==> src/rtl/imuldiv_muldiv_dispatch_pkg.sv <==
// Shared definitions for the muldiv dispatch stage: fn encoding, FSM states
// and small decode helpers used by both the control and the datapath.
package imuldiv_muldiv_dispatch_pkg;

  localparam int DATA_W = 32;
  localparam int RES_W  = 64;
  localparam int FN_W   = 3;

  localparam logic [FN_W-1:0] FN_MUL  = 3'd0;
  localparam logic [FN_W-1:0] FN_DIV  = 3'd1;
  localparam logic [FN_W-1:0] FN_DIVU = 3'd2;
  localparam logic [FN_W-1:0] FN_REM  = 3'd3;
  localparam logic [FN_W-1:0] FN_REMU = 3'd4;

  typedef enum logic [1:0] {
    ST_IDLE  = 2'd0,
    ST_ISSUE = 2'd1,
    ST_WAIT  = 2'd2,
    ST_RESP  = 2'd3
  } state_e;

  function automatic logic fn_is_legal(input logic [FN_W-1:0] fn);
    return (fn <= FN_REMU);
  endfunction

  function automatic logic fn_is_div(input logic [FN_W-1:0] fn);
    return (fn != FN_MUL);
  endfunction

  // Quotient and remainder come from the same divide; only signedness differs.
  function automatic logic fn_is_signed_div(input logic [FN_W-1:0] fn);
    return (fn == FN_DIV) || (fn == FN_REM);
  endfunction

endpackage

==> src/rtl/imuldiv_muldiv_dispatch_ctrl.sv <==
// Dispatch FSM: accepts one request, steers it to the mul or div unit,
// waits for that unit's result and holds the response until consumed.
module imuldiv_muldiv_dispatch_ctrl
  import imuldiv_muldiv_dispatch_pkg::*;
(
  input  logic            clk,
  input  logic            reset,
  input  logic            muldivreq_val,
  input  logic [FN_W-1:0] muldivreq_msg_fn,
  input  logic            sel_div,
  input  logic            mulreq_rdy,
  input  logic            divreq_rdy,
  input  logic            mulresp_val,
  input  logic            divresp_val,
  input  logic            muldivresp_rdy,
  output logic            muldivreq_rdy,
  output logic            mulreq_val,
  output logic            divreq_val,
  output logic            mulresp_rdy,
  output logic            divresp_rdy,
  output logic            muldivresp_val,
  output logic            req_load,
  output logic            result_load,
  output logic            result_clear
);

  state_e state;
  state_e state_next;

  always_ff @(posedge clk) begin
    if (reset) state <= ST_IDLE;
    else       state <= state_next;
  end

  always_comb begin
    state_next     = state;
    muldivreq_rdy  = 1'b0;
    mulreq_val     = 1'b0;
    divreq_val     = 1'b0;
    mulresp_rdy    = 1'b0;
    divresp_rdy    = 1'b0;
    muldivresp_val = 1'b0;
    req_load       = 1'b0;
    result_load    = 1'b0;
    result_clear   = 1'b0;

    case (state)
      ST_IDLE: begin
        muldivreq_rdy = 1'b1;
        if (muldivreq_val) begin
          req_load = 1'b1;
          // Illegal fn never touches a unit; answer with zero immediately.
          if (fn_is_legal(muldivreq_msg_fn)) begin
            state_next = ST_ISSUE;
          end else begin
            state_next   = ST_RESP;
            result_clear = 1'b1;
          end
        end
      end
      ST_ISSUE: begin
        if (sel_div) begin
          divreq_val = 1'b1;
          if (divreq_rdy) state_next = ST_WAIT;
        end else begin
          mulreq_val = 1'b1;
          if (mulreq_rdy) state_next = ST_WAIT;
        end
      end
      ST_WAIT: begin
        if (sel_div) begin
          divresp_rdy = 1'b1;
          if (divresp_val) begin
            result_load = 1'b1;
            state_next  = ST_RESP;
          end
        end else begin
          mulresp_rdy = 1'b1;
          if (mulresp_val) begin
            result_load = 1'b1;
            state_next  = ST_RESP;
          end
        end
      end
      ST_RESP: begin
        muldivresp_val = 1'b1;
        if (muldivresp_rdy) state_next = ST_IDLE;
      end
      default: state_next = ST_IDLE;
    endcase

    // While reset is held every handshake output is forced low.
    if (reset) begin
      muldivreq_rdy  = 1'b0;
      mulreq_val     = 1'b0;
      divreq_val     = 1'b0;
      mulresp_rdy    = 1'b0;
      divresp_rdy    = 1'b0;
      muldivresp_val = 1'b0;
      req_load       = 1'b0;
      result_load    = 1'b0;
      result_clear   = 1'b0;
    end
  end

endmodule

==> src/rtl/imuldiv_muldiv_dispatch.sv <==
// Muldiv front end: registers one request, issues it to the iterative mul or
// div unit and returns the unit's 64-bit result unchanged.
module imuldiv_muldiv_dispatch
  import imuldiv_muldiv_dispatch_pkg::*;
(
  input  logic              clk,
  input  logic              reset,
  input  logic [FN_W-1:0]   muldivreq_msg_fn,
  input  logic [DATA_W-1:0] muldivreq_msg_a,
  input  logic [DATA_W-1:0] muldivreq_msg_b,
  input  logic              muldivreq_val,
  output logic              muldivreq_rdy,
  output logic [RES_W-1:0]  muldivresp_msg_result,
  output logic              muldivresp_val,
  input  logic              muldivresp_rdy,
  output logic [DATA_W-1:0] mulreq_msg_a,
  output logic [DATA_W-1:0] mulreq_msg_b,
  output logic              mulreq_val,
  input  logic              mulreq_rdy,
  input  logic [RES_W-1:0]  mulresp_msg_result,
  input  logic              mulresp_val,
  output logic              mulresp_rdy,
  output logic              divreq_msg_fn,
  output logic [DATA_W-1:0] divreq_msg_a,
  output logic [DATA_W-1:0] divreq_msg_b,
  output logic              divreq_val,
  input  logic              divreq_rdy,
  input  logic [RES_W-1:0]  divresp_msg_result,
  input  logic              divresp_val,
  output logic              divresp_rdy
);

  logic [FN_W-1:0]   fn_reg;
  logic [DATA_W-1:0] a_reg;
  logic [DATA_W-1:0] b_reg;
  logic              sel_div;
  logic [RES_W-1:0]  result_reg;
  logic              req_load;
  logic              result_load;
  logic              result_clear;

  imuldiv_muldiv_dispatch_ctrl u_ctrl (
    .clk              (clk),
    .reset            (reset),
    .muldivreq_val    (muldivreq_val),
    .muldivreq_msg_fn (muldivreq_msg_fn),
    .sel_div          (sel_div),
    .mulreq_rdy       (mulreq_rdy),
    .divreq_rdy       (divreq_rdy),
    .mulresp_val      (mulresp_val),
    .divresp_val      (divresp_val),
    .muldivresp_rdy   (muldivresp_rdy),
    .muldivreq_rdy    (muldivreq_rdy),
    .mulreq_val       (mulreq_val),
    .divreq_val       (divreq_val),
    .mulresp_rdy      (mulresp_rdy),
    .divresp_rdy      (divresp_rdy),
    .muldivresp_val   (muldivresp_val),
    .req_load         (req_load),
    .result_load      (result_load),
    .result_clear     (result_clear)
  );

  // Request capture: operands are held for the whole operation.
  always_ff @(posedge clk) begin
    if (req_load) begin
      fn_reg <= muldivreq_msg_fn;
      a_reg  <= muldivreq_msg_a;
      b_reg  <= muldivreq_msg_b;
    end
  end

  always_ff @(posedge clk) begin
    if (reset)         sel_div <= 1'b0;
    else if (req_load) sel_div <= fn_is_div(muldivreq_msg_fn);
  end

  // Result capture from whichever unit was engaged.
  always_ff @(posedge clk) begin
    if (reset)             result_reg <= '0;
    else if (result_clear) result_reg <= '0;
    else if (result_load)  result_reg <= sel_div ? divresp_msg_result : mulresp_msg_result;
  end

  assign mulreq_msg_a          = a_reg;
  assign mulreq_msg_b          = b_reg;
  assign divreq_msg_a          = a_reg;
  assign divreq_msg_b          = b_reg;
  assign divreq_msg_fn         = fn_is_signed_div(fn_reg);
  assign muldivresp_msg_result = result_reg;

endmodule

==> config.mk <==
export PLATFORM = sky130hd
export DESIGN_NAME = imuldiv_muldiv_dispatch
export DESIGN_NICKNAME = d
export VERILOG_FILES = /design/src/rtl/imuldiv_muldiv_dispatch_pkg.sv /design/src/rtl/imuldiv_muldiv_dispatch_ctrl.sv /design/src/rtl/imuldiv_muldiv_dispatch.sv
export SDC_FILE = /design/constraint.sdc
export NUM_CORES = 1
export LEC_CHECK = 0
export CORE_AREA = 2 2 154 156
export CTS_BUF_LIST = sky130_fd_sc_hd__clkbuf_4 sky130_fd_sc_hd__clkbuf_8
export DETAILED_ROUTE_END_ITERATION = 8
export DIE_AREA = 0 0 156 158
export DONT_BUFFER_PORTS = 1
export SYNTH_ARGS = -nofsm -noshare
export SYNTH_HDL_FRONTEND = slang
export SYNTH_SLANG_ARGS = --single-unit
export TNS_END_PERCENT = 20
==> constraint.sdc <==
create_clock -name clk -period 6.9 [get_ports clk]
set_input_delay 2.07 -clock clk [delete_from_list [all_inputs] [get_ports clk]]
set_output_delay 2.07 -clock clk [all_outputs]
set_load 0.005 [all_outputs]
Word-level counts from Yosys, hierarchy flattened --
Cells that the tools add are included. W data, S select, Z words.
Storage, ports and cells: bits in registers 134, output and inout bits 199, word-level logic and storage cells 60
Cells by class: magnitude comparators 1, eq/ne operators 11, mux-type cells 37, reduce and logical (&&, ||, !) cells 5
Operators by type and width (count):
- $mux W64 | 1
- $mux W1 | 26
- $mux W2 | 9
- $ne A3 B3 Y1 const B | 4
- $pmux W2 S4 | 1
- $reduce_and A6 Y1 | 1
- $eq A2 B2 Y1 const B | 2
- $ne A2 B2 Y1 const B | 2
- $eq A3 B1 Y1 const B | 1
- $eq A3 B2 Y1 const B | 1
- $le A3 B3 Y1 const B | 1
- $reduce_bool A3 Y1 | 1
- $eq A2 B1 Y1 const B | 1
- $logic_not A2 Y1 | 1
- $reduce_or A2 Y1 | 1
- $logic_or A1 B1 Y1 | 1

Longest topological paths before layout --
depth after elaboration 6, gate-level depth with buffers 8, mapped depth without buffers 6

By module --
A second synthesis with hierarchy kept.
Unflattened totals: cell total of the unflattened synthesis 460, area, all modules 5651.7 um^2
By module, submodules not included:
- imuldiv_muldiv_dispatch | instances 1, cells each 420, area each 5317.6 um^2, sequential area each 3283.1 um^2
- imuldiv_muldiv_dispatch_ctrl | instances 1, cells each 40, area each 334.1 um^2, sequential area each 40.0 um^2

Worst setup path before layout --
No wires, ideal clock.
kind input to register, from input port reset, to register sel_div, data arrival time 5372 ps, data required time 6623 ps, slack 1251 ps, stages on the path 3, buffers on the path 1, path through buf_2 nor2_1 o21ai_0
On the way: word-level cells in the longest chain between the ends 1
Ends and longest elaborated chain:
- start: declaration | RTL line imuldiv_muldiv_dispatch.sv:7 | input logic reset,
- $mux W1 | RTL line imuldiv_muldiv_dispatch_ctrl.sv:93 | if (reset) begin
- via req_load | RTL line imuldiv_muldiv_dispatch.sv:38 | logic req_load;
- end signal: assignment | RTL line imuldiv_muldiv_dispatch.sv:75 | else if (req_load) sel_div <= fn_is_div(muldivreq_msg_fn);
- end: declaration | RTL line imuldiv_muldiv_dispatch.sv:36 | logic sel_div;
The timed path passes the listed nets, and every way through them passes these cells. A chain may end at the register's enable or synchronous reset.

Worst setup path in the final report --
from input port reset, to output port divresp_rdy
On the way: word-level cells in the longest chain between the ends 1
Ends and longest elaborated chain:
- $mux W1 | RTL line imuldiv_muldiv_dispatch_ctrl.sv:93
- end: declaration | RTL line imuldiv_muldiv_dispatch.sv:30 | output logic divresp_rdy
No other way between the ends.

==> flow_summary.yaml <==
route:
  drc_errors: 0
  first_iter_violations: 211
  drt-wirelength-per-cell_um: 23.1
  wirelength_um: 16000
  antenna_violating_nets_post_route: 0
  route.detailed.vias_per_inst: 4.67
  routed-via-count: 3236
  detail_route.first_pass.iterations: 4
sta:
  final-max-slew-violation-count: 0
  unrepaired_setup_endpoints_after_global_routing: "no"
  worstMarginPinSlew_ps: 1180
  final.period_utilization_pct: 64.9
  setup_violations: 0
  relSlewSlack_pct: 21.1
  final_period_minus_worst_setup_slack_ps: 4480
  report.final.hold_viol_count: 0
  setup_tns_ps: 0
  max_freq_mhz: 223
  clock-skew-final_ps: 9.62
min_path:
  hold_path.class: "flop to flop"
  holdPathStages: 2
  hold-path-endpoint: "muldivresp_msg_result[61]"
  worstHoldStart: "muldivresp_msg_result[61]"
yosys:
  syn_area_sq_um: 5600
  ys_ff_latch: 133
  synth_warnings: 0
  syn_avg_cell_area_sq_um: 12.2
  net_count_after_synthesis: 669
  ys_seq_area_share_pct: 59.3
  post_synth_inst_count: 460
  synthDistinctLibCells: 26
die:
  dieArea_sq_um: 24600
  chipWidth_um: 156
  initial_utilization_pct: 24.3
  floorplan.die.height_um: 158
  placeableCoreArea_sq_um: 23100
  placement_rows: 56
  ioPinCount: 402
power:
  cell_internal_pwr_mw: 1.50
  ir_drop_mv: 0.123
  clock_power_share_pct: 34.9
  power.leakage_nw: 1.82
  power_switching_share_pct: 30.0
  pwr-share-comb_pct: 13.5
  p_sw_mw: 0.642
  p_per_area_nw_per_um2: 367
  seqPwrFrac_pct: 51.6
  finalPower_mw: 2.14
setup_path:
  cp_cell_sequence: "nand2b_1 > nor2_1"
  critPathSlowestCell: "sky130_fd_sc_hd__nor2_1"
  reg2reg_from: "sel_div"
  depth_of_the_worst_register_to_register_path: 6
  path_max_fanout: 10
  critical-path-max-stage-delay_ps: 180
  setup.worst_path.class: "input pin to output port"
  reg2reg_slack_ps: 3730
  setup.worst_path.start_class: "input pin"
  critical_path.reg2reg.endpoint: "muldivresp_msg_result[29]"
  cpLargestDelayFamily: "simple AND/OR/NAND/NOR gates"
  timing.critical_path.required_ps: 4830
  arrival_ps: 2410
  crit_path_end_kind: "output port"
  crit_start: "reset"
  path_buf_inv: 0
cells_and_area:
  register_area_sq_um: 3330
  largest_register_ffs: 64
  layout.filler_cells: 2355
  drive_above_1_share_pct: 10.2
  multi_input_logic_area_sq_um: 1640
  syn2layout_area_growth_pct: 4.38
  fin_nets: 598
cts:
  max-clock-path-buffers: 2
  cts_tree: "yes"
  cts_hold_buffers: 0
  cts_num_sinks: 133
  postCtsSetupRepairBufs: 0
  post_cts_resized: 0
  cts.reportedPaths.clkPinSlew_ps: 80
  ctsHtreeMaxLevel: 4
  master_cell_of_the_clock_root_buffer: "sky130_fd_sc_hd__clkbuf_8"
  tritoncts.num_buffers: 17
  clock_insertion_delay_worst_skew_ps: 430
global_routing:
  grtUsageTotal_pct: 12.1
  globalRoute.totalOverflow: 0
  grt_pass1_vias: 3060
  grt_first_pass_wirelength_um: 21000
  grt_max_degree: 76
  antenna_found_initial: 3
outcome:
  status: "completed"
placed_design:
  finalWeightedCongestion: 0.811
  place.port_buffers: 0
  detailedPlacementHpwl_um: 12200
job:
  max_cap_viol_count: 0
cells in the final DEF, fill, tap and decap left out, types with 2 or more instances in the layout:
master / Yosys / final
sky130_fd_sc_hd__nor3_1: 3 / 3
sky130_fd_sc_hd__buf_4: 72 / 4
sky130_fd_sc_hd__o21ai_0: 2 / 2
sky130_fd_sc_hd__nor2_1: 68 / 67
sky130_fd_sc_hd__nor2b_1: 3 / 3
sky130_fd_sc_hd__inv_1: 8 / 8
sky130_fd_sc_hd__clkinv_4: 0 / 3
sky130_fd_sc_hd__clkbuf_8: 0 / 19
sky130_fd_sc_hd__dfxtp_1: 67 / 66
sky130_fd_sc_hd__a21oi_1: 2 / 2
sky130_fd_sc_hd__edfxtp_1: 66 / 66
sky130_fd_sc_hd__ha_1: 6 / 6
sky130_fd_sc_hd__bufinv_16: 0 / 4
sky130_fd_sc_hd__inv_6: 0 / 4
sky130_fd_sc_hd__a211oi_1: 64 / 64
sky130_fd_sc_hd__mux2i_1: 66 / 66
per-stage QoR:
| stage | hold slack [ps] | instances | cell area (sq um) | util [%] | worst slack [ps] |
|---|---|---|---|---|---|
| final | 521 | 693 | 5850 | 25.4 | 2420 |
| after global routing | 542 | 692 | 5840 | 25.3 | 2380 |
| after CTS | 526 | 692 | 5840 | 25.3 | 2410 |
| after detailed placement | 515 | 660 | 5390 | 23.4 | 2410 |
| after global placement | 508 | 660 | 5390 | 23.4 | 2420 |
| after floorplan | 494 | 460 | 5600 | - | 1250 |
power groups by stage:
stage               logic (mW)  registers [mW]  clock network [mW]
finish                   0.289            1.11               0.748
floorplan                0.361            1.01                   0
global placement         0.277            1.13                   0
detailed placement       0.294            1.13                   0
global route             0.327            1.13               0.814
CTS                      0.294            1.11               0.782
area by class of cell:
type	instances	area share (%)
Timing Repair Buffer	4	0.514
Clock inverter	13	3.32
Multi-Input combinational cell	225	28.0
Tap cell	290	6.21
Inverter	8	0.514
Sequential cell	133	56.9
Antenna cell	1	0.0428
Clock buffer	19	4.47
worst max-delay path by stage:
stage	end	slack, ps	depth (start not counted)
6_report	divresp_rdy	2420	2
5_1_grt	divreq_val	2380	2
4_1_cts	divresp_rdy	2410	2
3_5_place_dp	divresp_rdy	2410	2
3_3_place_gp	divreq_val	2420	2
2_1_floorplan	sel_div	1250	3
synth_stat cells:
library cell               count  area (sq um)
sky130_fd_sc_hd__o21bai_1      1          7.51
sky130_fd_sc_hd__nor2b_1       3          18.8
sky130_fd_sc_hd__inv_1         8          30.0
sky130_fd_sc_hd__o31a_1        1          8.76
sky130_fd_sc_hd__dfxtp_1      67          1340
sky130_fd_sc_hd__buf_2         9          45.0
sky130_fd_sc_hd__and3_1        1          6.26
sky130_fd_sc_hd__o31ai_1       1          7.51
sky130_fd_sc_hd__buf_1         7          26.3
sky130_fd_sc_hd__mux2i_1      66           661
sky130_fd_sc_hd__nand3b_1      1          7.51
sky130_fd_sc_hd__mux2_2        1          11.3
sky130_fd_sc_hd__buf_4        72           541
sky130_fd_sc_hd__a21oi_1       2          10.0
sky130_fd_sc_hd__a211oi_1     64           480
sky130_fd_sc_hd__a222oi_1      1          10.0
sky130_fd_sc_hd__a311oi_1      1          8.76
sky130_fd_sc_hd__nor3_2        1          10.0
sky130_fd_sc_hd__o21ai_0       2          10.0
sky130_fd_sc_hd__nor3_1        3          15.0
sky130_fd_sc_hd__nand2b_1      1          6.26
sky130_fd_sc_hd__clkbuf_1      6          22.5
sky130_fd_sc_hd__edfxtp_1     66          1980
sky130_fd_sc_hd__nand2_1       1          3.75
sky130_fd_sc_hd__ha_1          6          75.1
sky130_fd_sc_hd__nor2_1       68           255
routing by layer:
layer / wire length, um / vias to the layer above / track usage, % / share of wire (%)
li1: - / 1459 / - / -
met1: 4790 / 1481 / 10.1 / 30
met2: 8490 / 276 / 22.4 / 53
met3: 2480 / 16 / 8.76 / 15
met4: 239 / 4 / 4.02 / 1.5
met5: 26 / - / 0 / 0.16
logic make-up (layout without fill, tap and decap cells):
kind of cell / after synthesis / after routing / synth area share [%]
compound gates: 73 / 73 / 9.70
mux: 67 / 67 / 12.0
buf+inv: 102 / 44 / 11.9
flops: 133 / 133 / 59.3
other cells: 0 / 1 / 0
fa+ha+maj: 6 / 6 / 1.34
simple gates: 79 / 79 / 5.76
Note: power is estimated with default switching activity, not from simulation.
